### src/rtl/dbc_port_sm_multi.sv
// rtl/dbc_port_sm_multi.sv - per-port DbC port state machines with a round-robin change-event arbiter
module dbc_port_sm_multi #(
    parameter int NUM_PORTS     = 2,
    parameter int TMR_W         = 8,
    parameter int RESET_TIMEOUT = 100
) (
    input  logic                   clock,
    input  logic                   reset,
    input  logic [NUM_PORTS-1:0]   dce,
    input  logic [NUM_PORTS-1:0]   ccs,
    input  logic [NUM_PORTS-1:0]   pr,
    input  logic [NUM_PORTS-1:0]   link_ok,
    input  logic [NUM_PORTS-1:0]   cfg_err,
    input  logic [4*NUM_PORTS-1:0] chg_clr,
    output logic [3*NUM_PORTS-1:0] state,
    output logic [NUM_PORTS-1:0]   ped,
    output logic [4*NUM_PORTS-1:0] chg,
    output logic                   evt_valid,
    input  logic                   evt_ready,
    output logic [2:0]             evt_port,
    output logic [3:0]             evt_bits
);

    localparam logic [2:0] ST_OFF  = 3'd0;
    localparam logic [2:0] ST_DISC = 3'd1;
    localparam logic [2:0] ST_RST  = 3'd2;
    localparam logic [2:0] ST_EN   = 3'd3;
    localparam logic [2:0] ST_ERR  = 3'd4;

    localparam logic [TMR_W-1:0] TMO_LAST = TMR_W'(RESET_TIMEOUT - 1);

    logic [2:0]       st_q   [NUM_PORTS];
    logic [2:0]       st_d   [NUM_PORTS];
    logic [TMR_W-1:0] tmr_q  [NUM_PORTS];
    logic [TMR_W-1:0] tmr_d  [NUM_PORTS];
    logic [3:0]       chg_q  [NUM_PORTS];
    logic [3:0]       chg_d  [NUM_PORTS];
    logic [3:0]       set_b  [NUM_PORTS];

    logic [NUM_PORTS-1:0] ped_q, ped_d;
    logic [NUM_PORTS-1:0] link_q;
    logic [NUM_PORTS-1:0] pend_q, pend_d, pend_set;

    logic       evt_valid_q;
    logic [2:0] evt_port_q;
    logic [3:0] evt_bits_q;
    logic [2:0] ptr_q;
    logic [2:0] ptr_inc;
    logic [2:0] start_ptr;
    logic       hs;
    logic       gnt_found;
    logic [2:0] gnt_idx;
    logic [3:0] gnt_bits;
    int         cand;

    // Change bits are {CEC,PRC,PLC,CSC}; set_b collects this cycle's set events.
    always_comb begin
        for (int p = 0; p < NUM_PORTS; p++) begin
            st_d[p]  = st_q[p];
            tmr_d[p] = tmr_q[p];
            ped_d[p] = ped_q[p];
            set_b[p] = 4'b0000;
            if (!dce[p]) begin
                st_d[p]  = ST_OFF;
                ped_d[p] = 1'b0;
            end else begin
                case (st_q[p])
                    ST_OFF: st_d[p] = ST_DISC;
                    ST_DISC: begin
                        if (ccs[p]) begin
                            st_d[p]     = ST_RST;
                            set_b[p][0] = 1'b1;
                            tmr_d[p]    = '0;
                        end
                    end
                    ST_RST: begin
                        if (!ccs[p]) begin
                            st_d[p]     = ST_DISC;
                            set_b[p][0] = 1'b1;
                            ped_d[p]    = 1'b0;
                        end else if (!pr[p] && link_ok[p]) begin
                            st_d[p]     = ST_EN;
                            set_b[p][2] = 1'b1;
                            ped_d[p]    = 1'b1;
                        end else if (tmr_q[p] == TMO_LAST) begin
                            st_d[p]     = ST_ERR;
                            set_b[p][3] = 1'b1;
                        end else begin
                            tmr_d[p] = tmr_q[p] + 1'b1;
                        end
                    end
                    ST_EN: begin
                        if (!ccs[p]) begin
                            st_d[p]     = ST_DISC;
                            set_b[p][0] = 1'b1;
                            ped_d[p]    = 1'b0;
                        end else if (cfg_err[p]) begin
                            st_d[p]     = ST_ERR;
                            set_b[p][3] = 1'b1;
                            ped_d[p]    = 1'b0;
                        end else if (pr[p]) begin
                            st_d[p]     = ST_RST;
                            set_b[p][2] = 1'b1;
                            ped_d[p]    = 1'b0;
                            tmr_d[p]    = '0;
                        end else if (!link_ok[p] && link_q[p]) begin
                            set_b[p][1] = 1'b1;
                        end
                    end
                    ST_ERR: begin
                        if (!ccs[p]) begin
                            st_d[p]     = ST_DISC;
                            set_b[p][0] = 1'b1;
                            ped_d[p]    = 1'b0;
                        end
                    end
                    default: begin
                        st_d[p]  = ST_OFF;
                        ped_d[p] = 1'b0;
                    end
                endcase
            end
            chg_d[p] = (chg_q[p] & ~chg_clr[4*p +: 4]) | set_b[p];
            // A set that lands on a bit being cleared still counts as a new change.
            pend_set[p] = |(set_b[p] & (~chg_q[p] | chg_clr[4*p +: 4]));
        end
    end

    assign hs        = evt_valid_q & evt_ready;
    assign ptr_inc   = (int'(evt_port_q) == NUM_PORTS - 1) ? 3'd0 : evt_port_q + 3'd1;
    assign start_ptr = hs ? ptr_inc : ptr_q;

    always_comb begin
        gnt_found = 1'b0;
        gnt_idx   = 3'd0;
        gnt_bits  = 4'd0;
        cand      = 0;
        if (!evt_valid_q || evt_ready) begin
            for (int i = 0; i < NUM_PORTS; i++) begin
                cand = int'(start_ptr) + i;
                if (cand >= NUM_PORTS) begin
                    cand = cand - NUM_PORTS;
                end
                for (int j = 0; j < NUM_PORTS; j++) begin
                    if (!gnt_found && pend_q[j] && cand == j) begin
                        gnt_found = 1'b1;
                        gnt_idx   = 3'(j);
                        gnt_bits  = chg_q[j];
                    end
                end
            end
        end
    end

    always_comb begin
        for (int p = 0; p < NUM_PORTS; p++) begin
            pend_d[p] = (pend_q[p] & ~(gnt_found && int'(gnt_idx) == p)) | pend_set[p];
        end
    end

    always_ff @(posedge clock) begin
        if (reset) begin
            for (int p = 0; p < NUM_PORTS; p++) begin
                st_q[p]  <= ST_OFF;
                tmr_q[p] <= '0;
                chg_q[p] <= 4'b0000;
            end
            ped_q       <= '0;
            link_q      <= '0;
            pend_q      <= '0;
            evt_valid_q <= 1'b0;
            evt_port_q  <= 3'd0;
            evt_bits_q  <= 4'd0;
            ptr_q       <= 3'd0;
        end else begin
            for (int p = 0; p < NUM_PORTS; p++) begin
                st_q[p]  <= st_d[p];
                tmr_q[p] <= tmr_d[p];
                chg_q[p] <= chg_d[p];
            end
            ped_q  <= ped_d;
            link_q <= link_ok;
            pend_q <= pend_d;
            if (hs) begin
                ptr_q <= ptr_inc;
            end
            if (!evt_valid_q || evt_ready) begin
                evt_valid_q <= gnt_found;
                if (gnt_found) begin
                    evt_port_q <= gnt_idx;
                    evt_bits_q <= gnt_bits;
                end
            end
        end
    end

    always_comb begin
        state = '0;
        chg   = '0;
        for (int p = 0; p < NUM_PORTS; p++) begin
            state[3*p +: 3] = st_q[p];
            chg[4*p +: 4]   = chg_q[p];
        end
    end

    assign ped       = ped_q;
    assign evt_valid = evt_valid_q;
    assign evt_port  = evt_port_q;
    assign evt_bits  = evt_bits_q;

endmodule

### config.mk
export PLATFORM = sky130hd
export DESIGN_NAME = dbc_port_sm_multi
export DESIGN_NICKNAME = d
export VERILOG_FILES = /design/src/rtl/dbc_port_sm_multi.sv
export SDC_FILE = /design/constraint.sdc
export NUM_CORES = 1
export LEC_CHECK = 0
export ABC_AREA = 1
export ABC_CLOCK_PERIOD_IN_PS = 3800
export BUFFER_PORTS_ARGS = -buffer_cell sky130_fd_sc_hd__clkbuf_2
export CELL_PAD_IN_SITES_DETAIL_PLACEMENT = 0
export CELL_PAD_IN_SITES_GLOBAL_PLACEMENT = 1
export CORE_MARGIN = 2
export CORE_UTILIZATION = 40
export DETAILED_ROUTE_END_ITERATION = 16
export GPL_TIMING_DRIVEN = 0
export PLACE_DENSITY = 0.77
export SETUP_SLACK_MARGIN = 0.3
export SLEW_MARGIN = 20
export SYNTH_ARGS = -nofsm -noshare
export SYNTH_HDL_FRONTEND = slang
export SYNTH_SLANG_ARGS = --single-unit
export TNS_END_PERCENT = 5
### constraint.sdc
create_clock -name clock -period 3.8 [get_ports clock]
set_clock_uncertainty 0.1 [all_clocks]
set_input_delay 0.57 -clock clock [delete_from_list [all_inputs] [get_ports clock]]
set_output_delay 0.57 -clock clock [all_outputs]
set_load 0.05 [all_outputs]
==> flow_metrics.py, run 1 <==
metrics = {
    "run_status": {
        "result_of_the_run": "complete, no violations",
    },
    "cts": {
        "cts.root.buffer_cell": "sky130_fd_sc_hd__clkbuf_8",
        "cts.sink_count": 45,
        "cts_post_setup_buffers_inserted": 0,
        "max-clock-path-buffers": 2,
        "cts_made_buffers": 5,
        "worst_skew_pair.late_latency_ps": 310,
        "cts_hold_repair.buffers": 0,
        "clk_transition_reported_paths_ps": 90,
        "cts-resized-gates": 0,
        "cts_tree": "yes",
        "htreeDepth": 2,
    },
    "power": {
        "cellPowerDensity_nw_per_um2": 341,
        "power.leakage_nw": 1.48,
        "vdd_ir_drop_max_uv": 154,
    },
    "setup_path": {
        "timing.critical_path.required_ps": 3900,
        "top_fanout_value_on_the_critical_path": 10,
        "worstSetupStartpointType": "primary input",
        "critical_path_arrival_ps": 2850,
        "cp-end-kind": "flop",
        "worstSetupPathType": "primary input to flop",
    },
    "drt": {
        "detail-route-antenna-nets": 0,
        "detail_route.iter0.violations": 65,
        "vias_per_cell": 4.69,
        "dr_total_vias": 2671,
        "route.detailed.drc": 0,
        "drt-pass1-iter-count": 4,
        "drt-total-wl_mm": 6.34,
        "wire_per_inst_um": 11.1,
    },
    "sta": {
        "final_period_minus_worst_setup_slack_ps": 2750,
        "transition_time_of_the_tightest_slew_check_pin_ps": 560,
        "fin_crit_sh": 0.723,
        "slew_headroom": 0.627,
        "clock.fmax_mhz": 364,
        "slew_viol_final": 0,
        "unrepaired_setup_endpoints_after_global_routing": "no",
        "fin_tns_setup_ps": 0,
        "endpoints_failing_setup": 0,
        "holdWs_ps": 356,
        "final-hold-violation-count": 0,
    },
    "logic_synthesis": {
        "synth-warning-count": 0,
        "syn_area_per_cell_um2": 6.69,
        "synth.ff_latch_count": 45,
        "synth.distinct_cells": 41,
        "synth-seq-area-share": 0.318,
        "netlist_instances": 424,
        "syn-cell-area_um2": 2840,
    },
    "cells_and_area": {
        "areaGrowthSynthToFinish_pct": 14.7,
        "nNetsFinal": 503,
        "post_layout_nonfiller_instances": 570,
        "insertedDiodeCount": 0,
        "post-route-cell-area_um2": 3250,
        "layout-drive-gt1-share": 0.213,
        "finalCoreUtilization": 0.476,
        "fill_cells": 750,
    },
    "global_routing": {
        "global_route.overflow_total": 0,
        "grt_pass1_wl_mm": 10.6,
        "global_route.usage.total": 0.171,
        "first_global_vias": 2389,
        "grt_start_max_net_pins": 15,
        "antenna_found_initial": 0,
    },
    "floorplan": {
        "rows": 30,
        "starting_utilization_of_the_core_area": 0.415,
        "io_pins": 45,
        "die_h_um": 88.2,
        "chipWidth_um": 88.2,
        "fp.dieArea_um2": 7780,
        "core_area_um2": 6830,
    },
    "hold_path": {
        "holdCritPathClass": "flop to flop",
    },
    "placement": {
        "gp_routability_congestion": 0.856,
        "place_inst": 562,
        "port_buffers": 41,
        "post-dp-hpwl_mm": 5.07,
        "placed_area_um2": 3160,
    },
    "run": {
        "maximum_capacitance_violations": 0,
    },
}
[report_power, final]
| part | internal, mW | switching, mW |
|---|---|---|
| Clock | 0.127 | 0.175 |
| Combinational | 0.0869 | 0.207 |
| Sequential | 0.494 | 0.0178 |
| Total | 0.708 | 0.399 |
[area by class of cell]
cell class	instances	area (um2)	share of cell area
clock inverter	3	17.5	0.00539
multi-input combinational	305	1640	0.505
clock buffer	5	68.8	0.0212
timing repair buffer	41	205	0.0631
tap	96	120	0.0370
inverter	69	260	0.0801
buffer	6	35.0	0.0108
sequential	45	901	0.277
[synthesized netlist by cell type]
cell	number	area [um2]
sky130_fd_sc_hd__nand2_4	7	78.8
sky130_fd_sc_hd__o21ai_4	1	16.3
sky130_fd_sc_hd__xnor2_1	1	8.76
sky130_fd_sc_hd__conb_1	1	3.75
sky130_fd_sc_hd__nand3_2	3	30.0
sky130_fd_sc_hd__inv_2	6	22.5
sky130_fd_sc_hd__dfxtp_1	45	901
sky130_fd_sc_hd__a21oi_2	4	35.0
sky130_fd_sc_hd__a221oi_1	1	8.76
sky130_fd_sc_hd__buf_2	1	5.00
sky130_fd_sc_hd__o211ai_1	1	7.51
sky130_fd_sc_hd__buf_4	3	22.5
sky130_fd_sc_hd__clkinv_2	1	5.00
sky130_fd_sc_hd__o221ai_1	1	8.76
sky130_fd_sc_hd__nor3_1	7	35.0
sky130_fd_sc_hd__nand2_1	72	270
sky130_fd_sc_hd__nor3b_1	2	15.0
sky130_fd_sc_hd__a211oi_1	1	7.51
sky130_fd_sc_hd__a21oi_1	28	140
sky130_fd_sc_hd__xor2_1	5	43.8
sky130_fd_sc_hd__o31ai_1	2	15.0
sky130_fd_sc_hd__or2_2	3	18.8
sky130_fd_sc_hd__nor2_4	3	33.8
sky130_fd_sc_hd__inv_1	62	233
sky130_fd_sc_hd__o21ai_0	20	100
sky130_fd_sc_hd__nor2_2	4	25.0
sky130_fd_sc_hd__nand4_1	7	43.8
sky130_fd_sc_hd__o21bai_1	2	15.0
sky130_fd_sc_hd__ha_1	9	113
sky130_fd_sc_hd__o21ai_1	2	10.0
sky130_fd_sc_hd__nand3_1	26	130
sky130_fd_sc_hd__or2_1	1	6.26
sky130_fd_sc_hd__nor3_2	4	40.0
sky130_fd_sc_hd__a31oi_1	1	6.26
sky130_fd_sc_hd__nor2_1	67	251
sky130_fd_sc_hd__o21ai_2	2	17.5
sky130_fd_sc_hd__clkbuf_1	2	7.51
sky130_fd_sc_hd__nand2_2	10	62.6
sky130_fd_sc_hd__nand3b_1	2	15.0
sky130_fd_sc_hd__a21boi_0	1	7.51
sky130_fd_sc_hd__nor4_1	3	18.8
[flip-flops by register name (all words and copies together) (netlist names)]
name       count
pend_q         2
ped            2
chg_q          8
link_q         2
tmr_q         16
evt_bits       4
evt_port       1
st_q           6
ptr_q          3
evt_valid      1
[per-layer routing]
layer	vias up	track usage	share of wire
li1	1454	-	-
met1	1166	0.234	0.51
met2	42	0.275	0.45
met3	9	0.0349	0.032
met4	0	0.0496	0.014
met5	-	0	0
[kinds of logic after synthesis]
logic type | share of synthesized area
AO/OA/AOI/OAI | 0.139
adder cells (fa/ha/maj) | 0.0397
AND/OR/NAND/NOR | 0.379
XOR/XNOR | 0.0185
buffers and inverters | 0.104
other | 0.00132
flip-flops | 0.318
[through the flow]
step | setup slack [ps] | total power, mW
after floorplan | 898 | 0.749
after global placement | 753 | 0.816
after detailed placement | 722 | 0.818
after CTS | 1040 | 1.13
after global routing | 781 | 1.18
final | 1050 | 1.11
[cell usage in the layout, fill, tap and decap left out, types with 4 or more instances in the layout]
cell type and n:
sky130_fd_sc_hd__inv_1 62, sky130_fd_sc_hd__a21oi_1 28, sky130_fd_sc_hd__xor2_1 5, sky130_fd_sc_hd__ha_1 9, sky130_fd_sc_hd__inv_2 6, sky130_fd_sc_hd__nor2_2 4, sky130_fd_sc_hd__clkbuf_8 5, sky130_fd_sc_hd__nand3_1 26
sky130_fd_sc_hd__nor3_2 4, sky130_fd_sc_hd__o21ai_0 20, sky130_fd_sc_hd__clkbuf_2 41, sky130_fd_sc_hd__nor2_1 67, sky130_fd_sc_hd__nand2_4 7, sky130_fd_sc_hd__nor3_1 7, sky130_fd_sc_hd__nand2_2 10, sky130_fd_sc_hd__nand2_1 72
sky130_fd_sc_hd__nand4_1 7, sky130_fd_sc_hd__dfxtp_1 45, sky130_fd_sc_hd__a21oi_2 4
[critical path, cell delays in order]
cell	delay, ps
sky130_fd_sc_hd__clkbuf_2	100
sky130_fd_sc_hd__nand2_2	130
sky130_fd_sc_hd__nand2_2	80
sky130_fd_sc_hd__nand2_4	130
sky130_fd_sc_hd__inv_1	70
sky130_fd_sc_hd__ha_1	340
sky130_fd_sc_hd__ha_1	200
sky130_fd_sc_hd__ha_1	260
sky130_fd_sc_hd__nand2_1	60
sky130_fd_sc_hd__o21ai_0	90
sky130_fd_sc_hd__nand2_1	110
sky130_fd_sc_hd__inv_2	50
sky130_fd_sc_hd__nand2_4	80
sky130_fd_sc_hd__nor2_2	60
sky130_fd_sc_hd__o21ai_4	300
sky130_fd_sc_hd__nand2_1	80
sky130_fd_sc_hd__nand2_1	80
sky130_fd_sc_hd__a21oi_2	30
[final timing paths]
| path | depth (start not counted) | slack, ps | end | startpoint |
|---|---|---|---|---|
| min | 1 | 360 | tmr_q[0][15]$_SDFFE_PP0P_ | tmr_q[0][15]$_SDFFE_PP0P_ |
| min reg2reg | 1 | 360 | tmr_q[0][15]$_SDFFE_PP0P_ | tmr_q[0][15]$_SDFFE_PP0P_ |
| max reg2reg | 18 | 1060 | evt_bits[2]$_SDFFE_PP0P_ | evt_valid$_SDFFE_PP0P_ |
| max | 18 | 1050 | evt_bits[2]$_SDFFE_PP0P_ | evt_ready |
Power figures use the tool's default switching activity.
==> run 2, diff against run 1 <==
--- a/config.mk
+++ b/config.mk
@@ -6,15 +6,15 @@
 export NUM_CORES = 1
 export LEC_CHECK = 0
 export ABC_AREA = 1
-export ABC_CLOCK_PERIOD_IN_PS = 3800
+export ABC_CLOCK_PERIOD_IN_PS = 2400
 export BUFFER_PORTS_ARGS = -buffer_cell sky130_fd_sc_hd__clkbuf_2
 export CELL_PAD_IN_SITES_DETAIL_PLACEMENT = 0
 export CELL_PAD_IN_SITES_GLOBAL_PLACEMENT = 1
 export CORE_MARGIN = 2
-export CORE_UTILIZATION = 40
+export CORE_UTILIZATION = 36
 export DETAILED_ROUTE_END_ITERATION = 16
 export GPL_TIMING_DRIVEN = 0
-export PLACE_DENSITY = 0.77
+export PLACE_DENSITY = 0.73
 export SETUP_SLACK_MARGIN = 0.3
 export SLEW_MARGIN = 20
 export SYNTH_ARGS = -nofsm -noshare
==> constraint.sdc (replaced) <==
create_clock -name clock -period 2.4 [get_ports clock]
set_clock_uncertainty 0.1 [all_clocks]
set_input_delay 0.36 -clock clock [delete_from_list [all_inputs] [get_ports clock]]
set_output_delay 0.36 -clock clock [all_outputs]
set_load 0.05 [all_outputs]
==> run 2 against run 1 <==
  * Critical path depth is the same
  * Clock power up 66%
  * Total power is 67% higher
  * Via count is 2.5% higher
  * Final cell count up 2.1%
  * Routed wire length up 6.4%
  * Largest power group unchanged
==> flow_metrics.py, run 2 (synthesis results as in run 1) <==
metrics = {
    "run_status": {
        "result_of_the_run": "complete, no violations",
    },
    "setup_path": {
        "top_fanout_value_on_the_critical_path": 5,
        "critical_path_arrival_ps": 2480,
        "cp-end-kind": "flop",
        "worstSetupStartpointType": "flop",
        "timing.critical_path.required_ps": 2510,
        "worstSetupPathType": "flop to flop",
    },
    "sta": {
        "holdWs_ps": 183,
        "slew_headroom": 0.622,
        "endpoints_failing_setup": 0,
        "fin_crit_sh": 0.987,
        "slew_viol_final": 0,
        "final_period_minus_worst_setup_slack_ps": 2370,
        "final-hold-violation-count": 0,
        "postLayoutSetupSlackWorst_ps": 32.3,
        "transition_time_of_the_tightest_slew_check_pin_ps": 567,
        "unrepaired_setup_endpoints_after_global_routing": "yes",
        "clock.fmax_mhz": 422,
    },
    "cells_and_area": {
        "fill_cells": 853,
        "layout_top_registers": "tmr_q: 16 flops, chg_q: 8 flops, st_q: 6 flops",
        "insertedDiodeCount": 0,
        "seq_area_um2": 912,
        "layout-drive-gt1-share": 0.271,
        "max_reg_flops": 16,
        "areaGrowthSynthToFinish_pct": 21.6,
        "final_cell_mix": "sky130_fd_sc_hd__nand2_1 (70), sky130_fd_sc_hd__nor2_1 (63), sky130_fd_sc_hd__inv_1 (59)",
        "registers.top_by_ff_count": "tmr_q",
        "multiInputGateArea_um2": 1780,
        "post-route-cell-area_um2": 3450,
        "nNetsFinal": 509,
        "final_common_cell": "sky130_fd_sc_hd__nand2_1",
    },
    "floorplan": {
        "chipWidth_um": 92.7,
        "core_area_um2": 7690,
        "rows": 32,
        "die_h_um": 92.7,
        "starting_utilization_of_the_core_area": 0.369,
        "fp.dieArea_um2": 8600,
        "io_pins": 45,
    },
    "cts": {
        "max-clock-path-buffers": 2,
        "worst_skew_pair.late_latency_ps": 310,
        "cts_made_buffers": 5,
        "clk_transition_reported_paths_ps": 100,
        "cts.sink_count": 45,
        "cts.root.buffer_cell": "sky130_fd_sc_hd__clkbuf_8",
        "htreeDepth": 2,
        "cts_tree": "yes",
    },
    "drt": {
        "drt-pass1-iter-count": 4,
        "dr_total_vias": 2738,
        "vias_per_cell": 4.70,
        "route.detailed.drc": 0,
        "detail_route.iter0.violations": 59,
        "wire_per_inst_um": 11.6,
        "detail-route-antenna-nets": 0,
        "drt-total-wl_mm": 6.74,
    },
    "placement": {
        "placed_area_um2": 3260,
        "port_buffers": 41,
        "post-dp-hpwl_mm": 5.30,
        "dp_slack_ps": -244,
        "gp_routability_congestion": 0.887,
    },
    "power": {
        "power.leakage_nw": 1.54,
        "vdd_ir_drop_max_uv": 237,
        "cellPowerDensity_nw_per_um2": 535,
        "total_power_mw": 1.85,
    },
    "global_routing": {
        "global_route.usage.total": 0.162,
        "first_global_vias": 2552,
        "grt_pass1_wl_mm": 11.3,
        "grt_start_max_net_pins": 16,
        "antenna_found_initial": 0,
        "global_route.overflow_total": 0,
    },
    "run": {
        "maximum_capacitance_violations": 0,
    },
    "hold_path": {
        "holdCritPathClass": "primary input to flop",
    },
}
## run 2: final timing paths
path	startpoint	to	slack, ps	cells after the start
min	link_ok[1]	link_q[1]$_SDFF_PP0_	180	3
min reg2reg	tmr_q[0][15]$_SDFFE_PP0P_	tmr_q[0][15]$_SDFFE_PP0P_	360	1
max reg2reg	evt_port[0]$_SDFFE_PP0P_	evt_bits[0]$_SDFFE_PP0P_	30	18
max	evt_port[0]$_SDFFE_PP0P_	evt_bits[0]$_SDFFE_PP0P_	30	18
## run 2: final cells by class
class	count	share of cell area
clock buffer	5	0.0200
sequential	45	0.265
timing repair buffer	46	0.0704
inverter	69	0.0762
clock inverter	3	0.00617
multi-input combinational	306	0.516
tap	102	0.0370
buffer	6	0.0102
## run 2: per-stage QoR
stage	setup TNS (ps)	util	instances
5_1_grt	-935	0.449	582
2_1_floorplan	-16.8	-	425
3_5_place_dp	-1590	0.424	568
3_3_place_gp	-1510	0.424	568
4_1_cts	0	0.445	582
6_report	0	0.449	582
## run 2: layer usage
layer,up-vias,track usage,share of wire
met5,-,0,0
met2,39,0.270,0.46
met1,1226,0.219,0.50
li1,1467,-,-
met3,6,0.0277,0.032
met4,0,0.0368,0.0086
## run 2: timing repair
| item | 4_1_cts | 5_1_grt |
|---|---|---|
| endpoints found under the setup margin | 8 | 20 |
| pin swaps | 10 | 1 |
| resized for setup | 8 | 9 |
| setup buffers | 5 | 0 |
| gates cloned | 1 | 0 |
| hold buffers | 0 | 0 |
| hold endpoints to repair | 0 | 0 |
## run 2: power breakdown
part	total [mW]	internal, mW	switching [mW]	leakage, nW
Clock	0.501	0.207	0.294	0.0445
Sequential	0.817	0.785	0.0318	0.368
Combinational	0.528	0.171	0.356	1.12
Total	1.85	1.16	0.682	1.54
## run 2: critical path: stages (launching register included)
cell	delay, ps
sky130_fd_sc_hd__dfxtp_4	350
sky130_fd_sc_hd__inv_1	80
sky130_fd_sc_hd__nand3_2	90
sky130_fd_sc_hd__nand2_4	90
sky130_fd_sc_hd__ha_4	140
sky130_fd_sc_hd__inv_2	40
sky130_fd_sc_hd__nand2_4	60
sky130_fd_sc_hd__nand2_4	70
sky130_fd_sc_hd__ha_4	160
sky130_fd_sc_hd__ha_4	250
sky130_fd_sc_hd__nand2_1	40
sky130_fd_sc_hd__o21ai_1	60
sky130_fd_sc_hd__nand2_1	100
sky130_fd_sc_hd__inv_2	70
sky130_fd_sc_hd__nand2_4	60
sky130_fd_sc_hd__o21ai_4	210
sky130_fd_sc_hd__o21ai_4	120
sky130_fd_sc_hd__nor2_2	140
sky130_fd_sc_hd__a21oi_2	50
==> run 3, diff against run 2 <==
--- a/config.mk
+++ b/config.mk
@@ -10,6 +10,7 @@
 export BUFFER_PORTS_ARGS = -buffer_cell sky130_fd_sc_hd__clkbuf_2
 export CELL_PAD_IN_SITES_DETAIL_PLACEMENT = 0
 export CELL_PAD_IN_SITES_GLOBAL_PLACEMENT = 1
+export CORE_ASPECT_RATIO = 0.6
 export CORE_MARGIN = 2
 export CORE_UTILIZATION = 36
 export DETAILED_ROUTE_END_ITERATION = 16
==> run 3 against run 2 <==
  * The run now ends with setup timing left
  * Global-route usage increased by 1.4 points
  * Die area increased by 0.27%
  * Final cell count increased by 0.86%
  * Count of clock-buffer cells in the layout increased by 3
  * Largest cell class unchanged
  * Utilization increased by 1.0 points
  * Flip-flop and latch count unchanged
==> flow_metrics.py, run 3 (synthesis results as in run 1) <==
metrics = {
    "setup_path": {
        "cp-end-kind": "flop",
        "cp_common_cell": "sky130_fd_sc_hd__nand2_4",
        "worstSetupPathType": "flop to flop",
        "timing.critical_path.cells": "nand2_8, nand2_4, nand2_4, ha_4, inv_2, nand2_4, nand2_4, ha_4, ha_4, nand2_2, o21ai_1, nand2_1, inv_2, nand2_4, o21ai_4, o21ai_4, nor2_2, a21oi_2",
        "critical_path_arrival_ps": 2490,
        "crit_slowest_cell": "sky130_fd_sc_hd__dfxtp_4",
        "worstSetupStartpointType": "flop",
        "timing.critical_path.required_ps": 2490,
        "reg2regPathDepth": 18,
        "top_fanout_value_on_the_critical_path": 5,
        "max_stage_delay_on_crit_path_ps": 370,
        "rrSetupSlack_ps": -2,
    },
    "placement": {
        "port_buffers": 41,
        "placed_area_um2": 3260,
        "post-dp-hpwl_mm": 5.61,
        "gp_routability_congestion": 0.838,
    },
    "cts": {
        "cts.root.buffer_cell": "sky130_fd_sc_hd__clkbuf_16",
        "htreeDepth": 2,
        "cts_made_buffers": 5,
        "cts_hold_repair.buffers": 0,
        "worst_skew_pair.late_latency_ps": 290,
        "cts_tree": "yes",
        "max-clock-path-buffers": 2,
        "clk_transition_reported_paths_ps": 60,
        "cts.sink_count": 45,
    },
    "drt": {
        "wire_per_inst_um": 12.4,
        "detail_route.iter0.violations": 209,
        "dr_total_vias": 2813,
        "route.detailed.drc": 0,
        "drt-total-wl_mm": 7.27,
        "vias_per_cell": 4.79,
        "detail-route-antenna-nets": 0,
        "drt-pass1-iter-count": 4,
    },
    "cells_and_area": {
        "layout-drive-gt1-share": 0.278,
        "areaGrowthSynthToFinish_pct": 25.6,
        "insertedDiodeCount": 0,
        "fill_cells": 820,
        "nNetsFinal": 508,
        "finalCoreUtilization": 0.459,
        "post-route-cell-area_um2": 3560,
        "registers.top_by_ff_count": "tmr_q",
        "max_reg_flops": 16,
        "final_common_cell": "sky130_fd_sc_hd__nand2_1",
        "layout_top_registers": "tmr_q: 16 flops, chg_q: 8 flops, st_q: 6 flops",
        "final_cell_mix": "sky130_fd_sc_hd__nand2_1 (68), sky130_fd_sc_hd__nor2_1 (63), sky130_fd_sc_hd__inv_1 (58)",
    },
    "global_routing": {
        "first_global_vias": 2554,
        "grt_pass1_wl_mm": 12.1,
        "global_route.usage.total": 0.176,
        "antenna_found_initial": 0,
        "grt_start_max_net_pins": 13,
        "global_route.overflow_total": 0,
    },
    "power": {
        "power.leakage_nw": 1.56,
        "total_power_mw": 2.05,
        "vdd_ir_drop_max_uv": 249,
        "cellPowerDensity_nw_per_um2": 576,
    },
    "sta": {
        "slew_headroom": 0.646,
        "final-hold-violation-count": 0,
        "fin_crit_sh": 1.00,
        "transition_time_of_the_tightest_slew_check_pin_ps": 530,
        "clock.fmax_mhz": 416,
        "postLayoutSetupSlackWorst_ps": -1.91,
        "slew_viol_final": 0,
        "endpoints_failing_setup": 1,
        "final_period_minus_worst_setup_slack_ps": 2400,
        "unrepaired_setup_endpoints_after_global_routing": "yes",
    },
    "floorplan": {
        "fp.dieArea_um2": 8620,
        "io_pins": 45,
        "chipWidth_um": 119,
        "core_area_um2": 7760,
        "die_h_um": 72.7,
        "starting_utilization_of_the_core_area": 0.365,
        "rows": 25,
    },
    "run_status": {
        "result_of_the_run": "finished with violations",
        "failed_checks": "setup timing",
    },
    "hold_path": {
        "min_path_cells": 3,
        "holdCritPathClass": "primary input to flop",
    },
    "run": {
        "maximum_capacitance_violations": 0,
    },
}
run 3: cell types whose count changed in the layout (fill, tap and decap cells not counted), moves of 2 or more:
cell                        change
sky130_fd_sc_hd__clkbuf_1       +3
sky130_fd_sc_hd__clkbuf_8       -5
sky130_fd_sc_hd__nand2_8        +2
sky130_fd_sc_hd__clkbuf_16      +5
sky130_fd_sc_hd__nand2_1        -2
run 3: what timing repair did:
| item | 4_1_cts | 5_1_grt |
|---|---|---|
| pin swaps | 18 | 3 |
| cloned | 1 | 0 |
| gates resized for setup | 17 | 16 |
| endpoints found under the setup margin | 8 | 21 |
| buffers inserted | 4 | 0 |
run 3: through the flow:
step / hold slack, ps / worst slack, ps / TNS [ps] / std cells
6_report: 209 / -1.91 / -1.91 / 587
5_1_grt: 234 / -168 / -1140 / 587
4_1_cts: 203 / -33.1 / -59.0 / 587
3_5_place_dp: 355 / -300 / -1930 / 574
3_3_place_gp: 348 / -274 / -1780 / 574
2_1_floorplan: 330 / -5.60 / -16.8 / 425
run 3: critical path: cells and delay by family, from the launching register on:
family	cells	cell delay (ps)
compound gates	4	450
flops	1	370
simple gates	9	690
buf+inv	2	120
fa+ha+maj	3	560
run 3: power breakdown:
group | switching [mW] | internal, mW
Sequential | 0.0337 | 0.786
Combinational | 0.373 | 0.177
Clock | 0.293 | 0.388
Total | 0.700 | 1.35
run 3: final timing paths:
check / from / endpoint
max: evt_valid$_SDFFE_PP0P_ / evt_bits[1]$_SDFFE_PP0P_
min: link_ok[1] / link_q[1]$_SDFF_PP0_
max reg2reg: evt_valid$_SDFFE_PP0P_ / evt_bits[1]$_SDFFE_PP0P_
min reg2reg: tmr_q[0][15]$_SDFFE_PP0P_ / tmr_q[0][15]$_SDFFE_PP0P_
run 3: per-layer routing:
layer,global-route usage,routed length (um),up-vias
li1,-,-,1468
met1,0.264,3880,1251
met2,0.250,2840,84
met3,0.0367,467,10
met4,0.0556,88,0
met5,0,0,-
run 3: cell type report:
class	instances	area (um2)	area share
multi-input cells	306	1830	0.515
flip-flops and latches	45	913	0.257
inverters	69	268	0.0752
repair buffers	45	235	0.0661
clock buffers	8	136	0.0383
well taps	108	135	0.0380
plain buffers	6	37.5	0.0105
